### src/rtl/gray_sweep_ctrl_if.sv
// gray_sweep_ctrl_if: request/converter signal bundle for the Gray sweep controller
interface gray_sweep_ctrl_if #(parameter int WIDTH = 4);
  logic start;
  logic dir;
  logic hold;
  logic [WIDTH-1:0] grayOut;
  logic [WIDTH-1:0] binIn;
  logic busy;
  logic done;
  logic errFlag;
  logic [WIDTH:0] errCount;
  logic [WIDTH-1:0] firstErr;
  modport master(output start, dir, hold, binIn,
                 input grayOut, busy, done, errFlag, errCount, firstErr);
  modport slave(input start, dir, hold, binIn,
                output grayOut, busy, done, errFlag, errCount, firstErr);
endinterface

### src/rtl/gray_sweep_ctrl.sv
// gray_sweep_ctrl: sweeps every Gray code through an external converter and tallies mismatches
module gray_sweep_ctrl #(
  parameter int WIDTH = 4,
  parameter int SETTLE = 1
) (
  input logic clk,
  input logic rstN,
  gray_sweep_ctrl_if.slave bus
);
  localparam int CW = SETTLE > 1 ? $clog2(SETTLE + 1) : 1;
  localparam logic [WIDTH-1:0] LAST = '1;
  typedef enum logic [2:0] {stIdle, stDrive, stSettle, stCheck, stDone} state_t;
  state_t state;
  logic [WIDTH-1:0] idx;
  logic [CW-1:0] cnt;
  logic down;
  logic term;
  assign term = down ? idx == '0 : idx == LAST;
  always_ff @(posedge clk or negedge rstN) begin
    if (!rstN) begin
      state <= stIdle;
      idx <= '0;
      cnt <= '0;
      down <= 1'b0;
      bus.grayOut <= '0;
      bus.busy <= 1'b0;
      bus.done <= 1'b0;
      bus.errFlag <= 1'b0;
      bus.errCount <= '0;
      bus.firstErr <= '0;
    end else begin
      case (state)
        stIdle: if (bus.start) begin
          down <= bus.dir;
          idx <= bus.dir ? LAST : '0;
          bus.errFlag <= 1'b0;
          bus.errCount <= '0;
          bus.firstErr <= '0;
          bus.busy <= 1'b1;
          state <= stDrive;
        end
        stDrive: if (!bus.hold) begin
          bus.grayOut <= idx ^ (idx >> 1);
          cnt <= CW'(SETTLE);
          state <= SETTLE == 0 ? stCheck : stSettle;
        end
        stSettle: if (!bus.hold) begin
          cnt <= cnt - 1'b1;
          if (cnt == CW'(1)) state <= stCheck;
        end
        stCheck: if (!bus.hold) begin
          if (bus.binIn != idx) begin
            bus.errCount <= bus.errCount + 1'b1;
            bus.errFlag <= 1'b1;
            if (!bus.errFlag) bus.firstErr <= idx;
          end
          // terminal test comes before the step so idx never wraps
          if (term) begin
            bus.done <= 1'b1;
            state <= stDone;
          end else begin
            idx <= down ? idx - 1'b1 : idx + 1'b1;
            state <= stDrive;
          end
        end
        stDone: begin
          bus.done <= 1'b0;
          bus.busy <= 1'b0;
          state <= stIdle;
        end
        default: begin
          bus.done <= 1'b0;
          bus.busy <= 1'b0;
          state <= stIdle;
        end
      endcase
    end
  end
endmodule

### src/flat_wrapper.sv
// flat-port wrapper written by rule: the top's interface ports become plain ports
module gray_sweep_ctrl_flat 
#(
  parameter int WIDTH = 4,
  parameter int SETTLE = 1
)
  (clk, rstN, bus_start, bus_dir, bus_hold, bus_binIn, bus_grayOut, bus_busy, bus_done, bus_errFlag, bus_errCount, bus_firstErr);
  gray_sweep_ctrl_if #(.WIDTH(WIDTH)) bus_i ();
  input logic clk;
  input logic rstN;
  input wire logic [$bits(bus_i.start)-1:0] bus_start;
  input wire logic [$bits(bus_i.dir)-1:0] bus_dir;
  input wire logic [$bits(bus_i.hold)-1:0] bus_hold;
  input wire logic [$bits(bus_i.binIn)-1:0] bus_binIn;
  output wire logic [$bits(bus_i.grayOut)-1:0] bus_grayOut;
  output wire logic [$bits(bus_i.busy)-1:0] bus_busy;
  output wire logic [$bits(bus_i.done)-1:0] bus_done;
  output wire logic [$bits(bus_i.errFlag)-1:0] bus_errFlag;
  output wire logic [$bits(bus_i.errCount)-1:0] bus_errCount;
  output wire logic [$bits(bus_i.firstErr)-1:0] bus_firstErr;
  assign bus_i.start = bus_start;
  assign bus_i.dir = bus_dir;
  assign bus_i.hold = bus_hold;
  assign bus_i.binIn = bus_binIn;
  assign bus_grayOut = bus_i.grayOut;
  assign bus_busy = bus_i.busy;
  assign bus_done = bus_i.done;
  assign bus_errFlag = bus_i.errFlag;
  assign bus_errCount = bus_i.errCount;
  assign bus_firstErr = bus_i.firstErr;
  gray_sweep_ctrl #(.WIDTH(WIDTH), .SETTLE(SETTLE)) u_core (.clk(clk), .rstN(rstN), .bus(bus_i));
endmodule
### config.mk
export PLATFORM = sky130hd
export DESIGN_NAME = gray_sweep_ctrl_flat
export DESIGN_NICKNAME = d
export VERILOG_FILES = /design/src/rtl/gray_sweep_ctrl_if.sv /design/src/rtl/gray_sweep_ctrl.sv /design/src/flat_wrapper.sv
export SDC_FILE = /design/constraint.sdc
export NUM_CORES = 1
export LEC_CHECK = 0
export CAP_MARGIN = 20
export CORE_MARGIN = 5
export CORE_UTILIZATION = 33
export CTS_CLUSTER_SIZE = 24
export DETAILED_ROUTE_END_ITERATION = 10
export MAX_ROUTING_LAYER = met4
export PLACE_DENSITY_LB_ADDON = 0.2
export SETUP_SLACK_MARGIN = 0.15
export SKIP_LAST_GASP = 1
export SLEW_MARGIN = 25
export SYNTH_ARGS = -nofsm -noshare
export SYNTH_HDL_FRONTEND = slang
export SYNTH_SLANG_ARGS = --single-unit
export TNS_END_PERCENT = 1
### constraint.sdc
create_clock -name clk -period 3.22 [get_ports clk]
set_clock_uncertainty 0.15 [all_clocks]
set_input_delay 0.322 -clock clk [delete_from_list [all_inputs] [get_ports clk]]
set_output_delay 0.322 -clock clk [all_outputs]
set_load 0.005 [all_outputs]
==> key figures <==
Clock network
  • Root Buffer: clkbuf_8
  • Clock tree sinks: 25
  • CTS tree: done
  • Post-CTS resize count: 0
  • Hold-fix buffer count after cts: 0
  • Post-CTS Setup Bufs: 0
  • H-tree depth: 1
  • Clock Latency Late Sink: 0.27 ns
  • Clk slew on worst S/H paths: 0.09 ns
  • Inserted Clock Buffers: 3
  • Longest Clk Path Bufs: 2

Cells and area
  • Area grow syn2layout: 23.16%
  • Fin cells: 215
  • Commonest non-fill, non-tap cells in the layout: 25 x dfrtp_1, 24 x clkdlybuf4s50_1, 11 x nor2_1, 9 x nand2_1, 8 x inv_1
  • Share of layout cells above drive strength 1: 0.1043
  • Final net count: 181
  • Antenna cell count: 0
  • Commonest non-fill, non-tap cell in the layout: dfrtp_1
  • Core Util, Final: 0.4105

Synthesis
  • Synth Cell Area: 0.001431 mm²
  • Post-synthesis sequential area ratio: 0.4371
  • FF+latch count, synth: 25
  • Synth top area cells: dfrtp_1 44%, ha_1 6.1%, mux2_2 5.5%
  • Yosys warning count: 0
  • Leading area contributor after synthesis: dfrtp_1
  • Mean post-synth cell area: 10.30 µm²
  • Fraction of synthesized cell area taken by the top area cell type: 0.4371
  • Post-synth cell types: 42
  • Syn Inst Count: 139
  • Syn Nets: 156

Place
  • IO Port Bufs: 24
  • RePlAce Congestion: 0.8151
  • DP Worst Slack: 0.8790 ns
  • Dpl hpwl: 2445 µm
  • Placed Cells: 211

Timing
  • PnR worst setup slack: 1.132 ns
  • Fmax: 0.4789 GHz
  • Total negative setup slack: 0 ns
  • Final hold viol count: 0
  • Final Critical Period: 2.088 ns
  • Final period util: 0.6485
  • Worst relative slew slack: 0.6243
  • RSZ-0062 raised after global routing: no
  • Slew Limit Fails: 0
  • Worst-margin pin slew: 0.5562 ns
  • Final setup fails: 0
  • Fin Hold WS: 0.2574 ns

Critical path
  • Critical Path AT: 2.10 ns
  • Worst-path fanout max: 13
  • CP startpoint kind: flop
  • CP Capture Type: flop
  • Worst EP required: 3.23 ns
  • Critical path type: flop to flop

Detailed routing
  • Wire per inst: 15.19 µm
  • Post-route DRC: 0
  • Vias: 1144
  • Detail Route Antenna Nets: 0
  • Drt via density: 5.321
  • DR pass1 iterations: 4
  • Routed Wire Length: 3266 µm
  • 1st-iter DRT viols: 71

Hold path
  • Hold Crit Class: input pin to asynchronous set/reset pin

Pwr
  • Peak supply drop: 0.2712 mV
  • Clock network power share: 0.109
  • Seq pwr share: 0.382
  • Pleak: 0.7370 nW
  • Comb power frac: 0.509
  • Switching share of power: 0.3980
  • Pint: 1.033 mW
  • Pwr dens: 973.3 mW/mm²
  • NetSw: 0.6828 mW

GRT
  • Global-route wire length before repair: 5382 µm
  • Vias in the first global route: 1147
  • All-Layer GR Usage: 0.1284
  • Largest net degree at the start of global routing: 26
  • Initial antenna violation count: 0
  • Final global-route overflow total: 0

Status
  • Status: complete, no violations

Floorplan
  • Die Area: 0.005755 mm²
  • I/O pin cnt: 25
  • Core ar.: 0.004294 mm²
  • Die Y: 75.86 µm
  • Chip Width: 75.86 µm
  • Initial core utilization: 0.3333
  • Std-Cell Rows: 24

Flow run
  • Max-cap violations: 0
[power groups by stage]
stage | Sequential (mW) | Clock, mW | Combinational (mW)
after floorplan | 0.599 | 0 | 0.588
after global placement | 0.655 | 0 | 0.848
after detailed placement | 0.660 | 0 | 0.872
after CTS | 0.654 | 0.195 | 0.885
after global routing | 0.684 | 0.202 | 0.976
final | 0.655 | 0.188 | 0.873
[final timing paths]
kind / startpoint / end / slack [ns] / cells past startpoint
worst max-delay path: u_core.state[1]$_DFFE_PN0P_ / u_core.bus.firstErr[3]$_DFFE_PN0P_ / 1.13 / 4
worst min-delay path: rstN / u_core.bus.busy$_DFFE_PN0P_ / 0.26 / 2
worst max register to register: u_core.state[1]$_DFFE_PN0P_ / u_core.bus.firstErr[3]$_DFFE_PN0P_ / 1.13 / 4
worst min register to register: u_core.bus.done$_DFFE_PN0P_ / u_core.bus.done$_DFFE_PN0P_ / 0.36 / 2
max in group asynchronous: rstN / u_core.down$_DFFE_PN0P_ / 2.42 / 2
min in group clk: u_core.bus.done$_DFFE_PN0P_ / u_core.bus.done$_DFFE_PN0P_ / 0.36 / 2
[cell usage after synthesis, drive strengths merged]
library cell and instances:
nor2 11, nor3 1, o31a 1, a31o 2, nand2b 1, dfrtp 25
or3b 1, nor4 1, or2 1, a22o 1, or3 1, a2111o 1
ha 7, nand3b 3, a31oi 2, xor2 1, nand4 2, a221oi 1
a21o 2, clkbuf 3, and3b 1, o211a 1, mux2 7, a41o 1
xnor2 7, a21oi 6, fa 1, and3 1, nor2b 2, a32o 5
o221ai 1, buf 2, inv 8, nand2 9, and2 3, nor3b 1
a211oi 1, nand3 4, o211ai 2, o21ai 6, a41oi 2
[sequential cells by signal, indices dropped and copies added, names as in the netlist]
register,cells
u_core.bus.errCount,5
u_core.bus.firstErr,4
u_core.bus.grayOut,4
u_core.idx,4
u_core.state,3
u_core.bus.busy,1
u_core.bus.done,1
u_core.bus.errFlag,1
u_core.cnt,1
u_core.down,1
[metrics by stage]
| stage | area [µm²] | power [mW] |
|---|---|---|
| 5_1_grt | 1763 | 1.862 |
| 4_1_cts | 1763 | 1.734 |
| 3_3_place_gp | 1717 | 1.502 |
| 3_5_place_dp | 1717 | 1.532 |
| 6_report | 1763 | 1.716 |
| 2_1_floorplan | 1431 | 1.187 |
[per-layer routing]
layer / part of all wire / GRT usage / wire length, µm
met5: 0 / - / 0
met4: 0.021 / 0.06214 / 70
met3: 0.044 / 0.02375 / 144
met2: 0.45 / 0.1863 / 1462
met1: 0.49 / 0.1711 / 1590
[worst max-delay path, cell delays in order (launching register included)]
cell and delay (ns):
dfrtp_1 0.53, or3b_4 0.43, a21o_1 0.19, or3_4 0.40, a32o_1 0.27
[cells by family (layout without fill, tap and decap cells)]
logic type / Yosys count / after routing / synth area share
AOI/OAI and AO/OA: 35 / 35 / 0.1827
xor gates and xnor gates: 8 / 8 / 0.04895
adders and majority gates: 8 / 8 / 0.07517
buffers and inverters: 13 / 37 / 0.04021
DFF: 25 / 25 / 0.4371
muxes: 7 / 7 / 0.05507
and+or+nand+nor: 43 / 43 / 0.1608
[layout make-up]
class	count	area, µm²
clock buffer	3	41.29
tap	52	65.06
timing repair buffer	25	247.7
multi-input combinational	101	748.2
sequential	25	625.6
inverter	8	30.03
fill	430	2531
clock inverter	1	5.005
(Power assumes the default switching activity.)
==> edit 1 (config.mk and constraints unchanged) <==
`WIDTH` is set to 4 in 3 places; all go to 3.
--- a/src/rtl/gray_sweep_ctrl_if.sv
+++ b/src/rtl/gray_sweep_ctrl_if.sv
@@ -1,5 +1,5 @@
 // gray_sweep_ctrl_if: request/converter signal bundle for the Gray sweep controller
-interface gray_sweep_ctrl_if #(parameter int WIDTH = 4);
+interface gray_sweep_ctrl_if #(parameter int WIDTH = 3);
   logic start;
   logic dir;
   logic hold;
--- a/src/rtl/gray_sweep_ctrl.sv
+++ b/src/rtl/gray_sweep_ctrl.sv
@@ -1,6 +1,6 @@
 // gray_sweep_ctrl: sweeps every Gray code through an external converter and tallies mismatches
 module gray_sweep_ctrl #(
-  parameter int WIDTH = 4,
+  parameter int WIDTH = 3,
   parameter int SETTLE = 1
 ) (
   input logic clk,
--- a/src/flat_wrapper.sv
+++ b/src/flat_wrapper.sv
@@ -1,7 +1,7 @@
 // flat-port wrapper written by rule: the top's interface ports become plain ports
 module gray_sweep_ctrl_flat 
 #(
-  parameter int WIDTH = 4,
+  parameter int WIDTH = 3,
   parameter int SETTLE = 1
 )
   (clk, rstN, bus_start, bus_dir, bus_hold, bus_binIn, bus_grayOut, bus_busy, bus_done, bus_errFlag, bus_errCount, bus_firstErr);
Interface: changed (resized bus_binIn, bus_errCount, bus_firstErr and bus_grayOut); port bits go from 25 to 21. No check against the original RTL was run, so the function may have changed too.
==> edit 1 against the original RTL <==
- sequential cell count is 4 lower
- synthesized area is 20% lower
- total power is 25% lower
- cell count is 19% lower
- routed wire length is 29% lower
- design area is 21% lower
- global-route usage is 1.2 points lower
- setup slack better by 0.098 ns
==> edit 1: results (changes against the original RTL) <==
- Clock net power: 0.000130 W (was 0.000188 W)
- Final clock-cell share: 0.0188 (was 0.0263)
- DR WL/cell: 13.3 µm (was 15.2 µm)
- Root Buffer: clkbuf_4 (was clkbuf_8)
- Routed length on met3: 143 µm (was 144 µm)
- Met1 Track Usage GR: 0.149 (was 0.171)
- Final-layout fill cell count: 332 (was 430)
- Number of global-route vias before repair: 889 (was 1147)
- Clock Latency Late Sink: 0.30 ns (was 0.27 ns)
- CP arrival: 2.09 ns
- First-pass GRT wire length: 4.02 mm (was 5.38 mm)
- Post-synthesis mux area share: 0.0483 (was 0.0551)
- Vias: 861 (was 1144)
- Status: complete, no violations (unchanged)
- Flops & latches, synth: 21 (was 25)
- Signal buffers: 21 (was 25)
- Met3 usage: 0.0243 (was 0.0237)
- Worst IR drop on VDD: 0.331 mV (was 0.271 mV)
- Buffer share of cell area: 0.146 (was 0.141)
- GRT Util Overall: 0.116 (was 0.128)
- XOR/XNOR Fraction of Synth Area: 0.0538 (was 0.0490)
- GPL Wtd Cong: 0.781 (was 0.815)
- Post-synth net total: 119 (was 156)
- Placement Setup Slack: 0.980 ns (was 0.879 ns)
- Fraction of layout cells with a size suffix above 1: 0.109 (was 0.104)
- Port Buf Inserts: 20 (was 24)
- Post-place instance area: 1370 µm² (was 1720 µm²)
- Largest net degree at the start of global routing: 22 (was 26)
- Complex-gate fraction of the synthesized area: 0.193 (was 0.183)
- Top post-synthesis cells by area: dfrtp_1 46%, xnor2_1 5.4%, a22o_1 4.6% (was dfrtp_1 44%, ha_1 6.1%, mux2_2 5.5%)
- Post-synthesis sequential area ratio: 0.461 (was 0.437)
- Leakage: 0.592 nW (was 0.737 nW)
- Iteration-0 DRC Markers: 59 (was 71)
- Worst Max-Slew Pin Slew: 0.546 ns (was 0.556 ns)
- Synthesized area per cell: 10.7 µm² (was 10.3 µm²)
- Adder-cell area share of the yosys netlist: 0.0505 (was 0.0752)
- Logic inverters: 6 (was 8)
- Max reg flops: 4 (was 5)
- Yosys cell types: 37 (was 42)
- Drt pass-1 iters: 4 (unchanged)
- List of most frequent post-synthesis cells: 21 x dfrtp_1, 13 x nor2_1, 7 x xnor2_1 (was 25 x dfrtp_1, 11 x nor2_1, 9 x nand2_1)
- Final Instance Count excl. Fillers: 174 (was 215)
- Crit path max fanout: 14 (was 13)
- Met2 Usage GRT: 0.184 (was 0.186)
- Sequential share of cell area: 0.375 (was 0.355)
- DP HPWL: 1.73 mm (was 2.45 mm)
- Part of the power in registers: 0.416 (was 0.382)
- Switching pwr: 0.000491 W (was 0.000683 W)
- Nets@finish: 141 (was 181)
## edit 1: cell types whose count changed after synthesis, sizes merged, moves of 3 or more
| cell | unedited run | this run |
|---|---|---|
| nand2 | 9 | 4 |
| mux2 | 7 | 4 |
| a22o | 1 | 6 |
| dfrtp | 25 | 21 |
| nand3 | 4 | 1 |
| ha | 7 | 3 |
| a32o | 5 | 0 |
## edit 1: final timing paths
kind | start | to | slack, ns | depth (start not counted)
min in group clk | u_core.bus.busy | u_core.bus.busy | 0.36 | 2
max in group asynchronous | rstN | u_core.down | 2.25 | 2
setup reg to reg | u_core.state[1] | u_core.bus.firstErr[1] | 1.23 | 4
hold / removal | rstN | u_core.bus.done | 0.34 | 2
setup / recovery | u_core.state[1] | u_core.bus.firstErr[1] | 1.23 | 4
hold reg to reg | u_core.bus.busy | u_core.bus.busy | 0.36 | 2
## edit 1: critical path, stage by stage (launching register included)
cell and delay (ns):
dfrtp_1 0.63, nand3b_1 0.27, a311oi_2 0.50, and2b_1 0.23, a22o_1 0.15
==> edit 2 (config.mk and constraints unchanged) <==
Without the edit above. Re-encode `state_t` (5 states) as one-hot, 5 bits wide.
--- a/src/rtl/gray_sweep_ctrl.sv
+++ b/src/rtl/gray_sweep_ctrl.sv
@@ -9,7 +9,7 @@
 );
   localparam int CW = SETTLE > 1 ? $clog2(SETTLE + 1) : 1;
   localparam logic [WIDTH-1:0] LAST = '1;
-  typedef enum logic [2:0] {stIdle, stDrive, stSettle, stCheck, stDone} state_t;
+  typedef enum logic [4:0] {stIdle = 5'b00001, stDrive = 5'b00010, stSettle = 5'b00100, stCheck = 5'b01000, stDone = 5'b10000} state_t;
   state_t state;
   logic [WIDTH-1:0] idx;
   logic [CW-1:0] cnt;
Function: same outputs for any inputs over 10 cycles, from zero or initial values and one cycle with rstN low; not proved beyond that.
==> edit 2 against the original RTL <==
- total power shrank 22%
- synthesized area is 11% higher
- design area grew 8.0%
- count of clock-buffer cells in the layout unchanged
- clock power up 6%
- combinational power decreased by 33%
- critical path depth rose by 1
- setup slack got worse by 0.27 ns
- sequential cell count is 2 higher
- sequential power fell by 14%
- cell count up 12%
- fmax decreased by 12%
- routed wire length increased by 14%
==> edit 2: results (changes against the original RTL) <==
- Worst IR drop on VDD: 0.348 mV (was 0.271 mV)
- Number of H-tree levels: 1 (unchanged)
- Met2 Usage GRT: 0.201 (was 0.186)
- Num CTS Buffers: 3 (unchanged)
- Post-synth ARST share: 1.00 (unchanged)
- Final-layout fill cell count: 462 (was 430)
- Area grow syn2layout: 20.2% (was 23.2%)
- Clk slew on worst S/H paths: 0.10 ns
- Postcts setup bufs: 0 (unchanged)
- CP delay by family, top: simple AND/OR/NAND/NOR gates (unchanged)
- Iteration-0 DRC Markers: 110 (was 71)
- Post-synth net total: 181 (was 156)
- List of most frequent post-synthesis cells: 26 x dfrtp_1, 16 x nand2_1, 16 x o21ai_0 (was 25 x dfrtp_1, 11 x nor2_1, 9 x nand2_1)
- GPL Wtd Cong: 0.830 (was 0.815)
- Top post-synthesis cells by area: dfrtp_1 41%, ha_1 5.5%, o21ai_0 5.1% (was dfrtp_1 44%, ha_1 6.1%, mux2_2 5.5%)
- Via/cell ratio: 5.39 (was 5.32)
- Nets@finish: 204 (was 181)
- Crit path max fanout: 15 (was 13)
- Clock Latency Late Sink: 0.27 ns (about the same)
- CP max stage cell: dfrtp_1 (unchanged)
- Post-synthesis sequential area ratio: 0.427 (was 0.437)
- Resize count post-CTS: 0 (unchanged)
- DP HPWL: 2.69 mm (was 2.45 mm)
- Status: complete, no violations (unchanged)
- DR WL/cell: 15.5 µm (was 15.2 µm)
- YS warnings: 0 (unchanged)
- Met3 usage: 0.0351 (was 0.0237)
- Slew HR: 0.580 (was 0.624)
- Largest net degree at the start of global routing: 28 (was 26)
- Met1 Track Usage GR: 0.157 (was 0.171)
- Slew Viols, Final: 0 (unchanged)
- Root Buffer: clkbuf_8 (unchanged)
- Drt pass-1 iters: 4 (unchanged)
- Initial antenna violation count: 0 (unchanged)
- Yosys cell types: 45 (was 42)
- First-pass GRT wire length: 6.16 mm (was 5.38 mm)
- Max Root-Sink Buffers: 2 (unchanged)
- Number of global-route vias before repair: 1293 (was 1147)
- Main flop type after synthesis: dfrtp_1 (unchanged)
- N_diodes: 0 (unchanged)
- Fraction of layout cells with a size suffix above 1: 0.0806 (was 0.104)
- Largest stage delay, worst path: 0.57 ns (was 0.53 ns)
- GRT Util Overall: 0.126 (was 0.128)
- Hold crit path type: in -> async (unchanged)
- Leakage: 0.852 nW (was 0.737 nW)
## edit 2: logic make-up (layout without fill, tap and decap cells)
logic type | after synthesis | after routing | share of synthesized area
flops | 27 | 27 | 0.427
buf+inv | 15 | 37 | 0.0490
compound gates | 47 | 47 | 0.195
mux | 5 | 5 | 0.0395
simple gates | 52 | 52 | 0.166
fa+ha+maj | 8 | 8 | 0.0679
xor+xnor | 10 | 10 | 0.0553
## edit 2: worst paths after layout
check	slack [ns]	to	cells past startpoint	from
setup reg to reg	0.86	u_core.idx[2]	5	u_core.state[2]
max in group asynchronous	2.35	u_core.state[0]	2	rstN
hold reg to reg	0.35	u_core.bus.grayOut[3]	2	u_core.bus.grayOut[3]
hold / removal	0.26	u_core.state[3]	2	rstN
min in group clk	0.35	u_core.bus.grayOut[3]	2	u_core.bus.grayOut[3]
setup / recovery	0.86	u_core.idx[2]	5	u_core.state[2]
## edit 2: stage by stage
step / area (µm²) / total power (W) / setup slack, ns / utilization / instances
after floorplan: 1580 / 0.000975 / 1.19 / - / 164
after global placement: 1860 / 0.00114 / 0.849 / 0.396 / 236
after detailed placement: 1860 / 0.00116 / 0.814 / 0.396 / 236
after CTS: 1900 / 0.00137 / 0.872 / 0.406 / 240
after global routing: 1900 / 0.00146 / 0.653 / 0.406 / 240
final: 1900 / 0.00135 / 0.857 / 0.406 / 240
## edit 2: per-layer routing
metal / share of wire / up-vias / wire, µm
met1: 0.48 / 639 / 1780
li1: - / 630 / -
met5: 0 / - / 0
met2: 0.48 / 23 / 1790
met3: 0.033 / 2 / 124
met4: 0.0051 / 0 / 19
## edit 2: power breakdown
group / internal, W / total, W / switching [W] / leakage, nW
clock: 0.0000869 / 0.000199 / 0.000112 / 0.0255
combinational: 0.000315 / 0.000584 / 0.000269 / 0.473
sequential: 0.000426 / 0.000563 / 0.000138 / 0.353
## edit 2: worst register-to-register path, cell delays in order, from the launching register on
cell and delay, ns:
dfrtp_1 0.57, nor4_1 0.41, and3_1 0.29, o21ba_2 0.21, nor2_1 0.25, mux2_2 0.38
## edit 2: layout make-up
type,instances,area share
Timing Repair Buffer,26,0.134
Inverter,7,0.0151
Tap cell,54,0.0355
Clock buffer,3,0.0217
Multi-Input combinational cell,122,0.436
Sequential cell,27,0.355
Clock inverter,1,0.00263
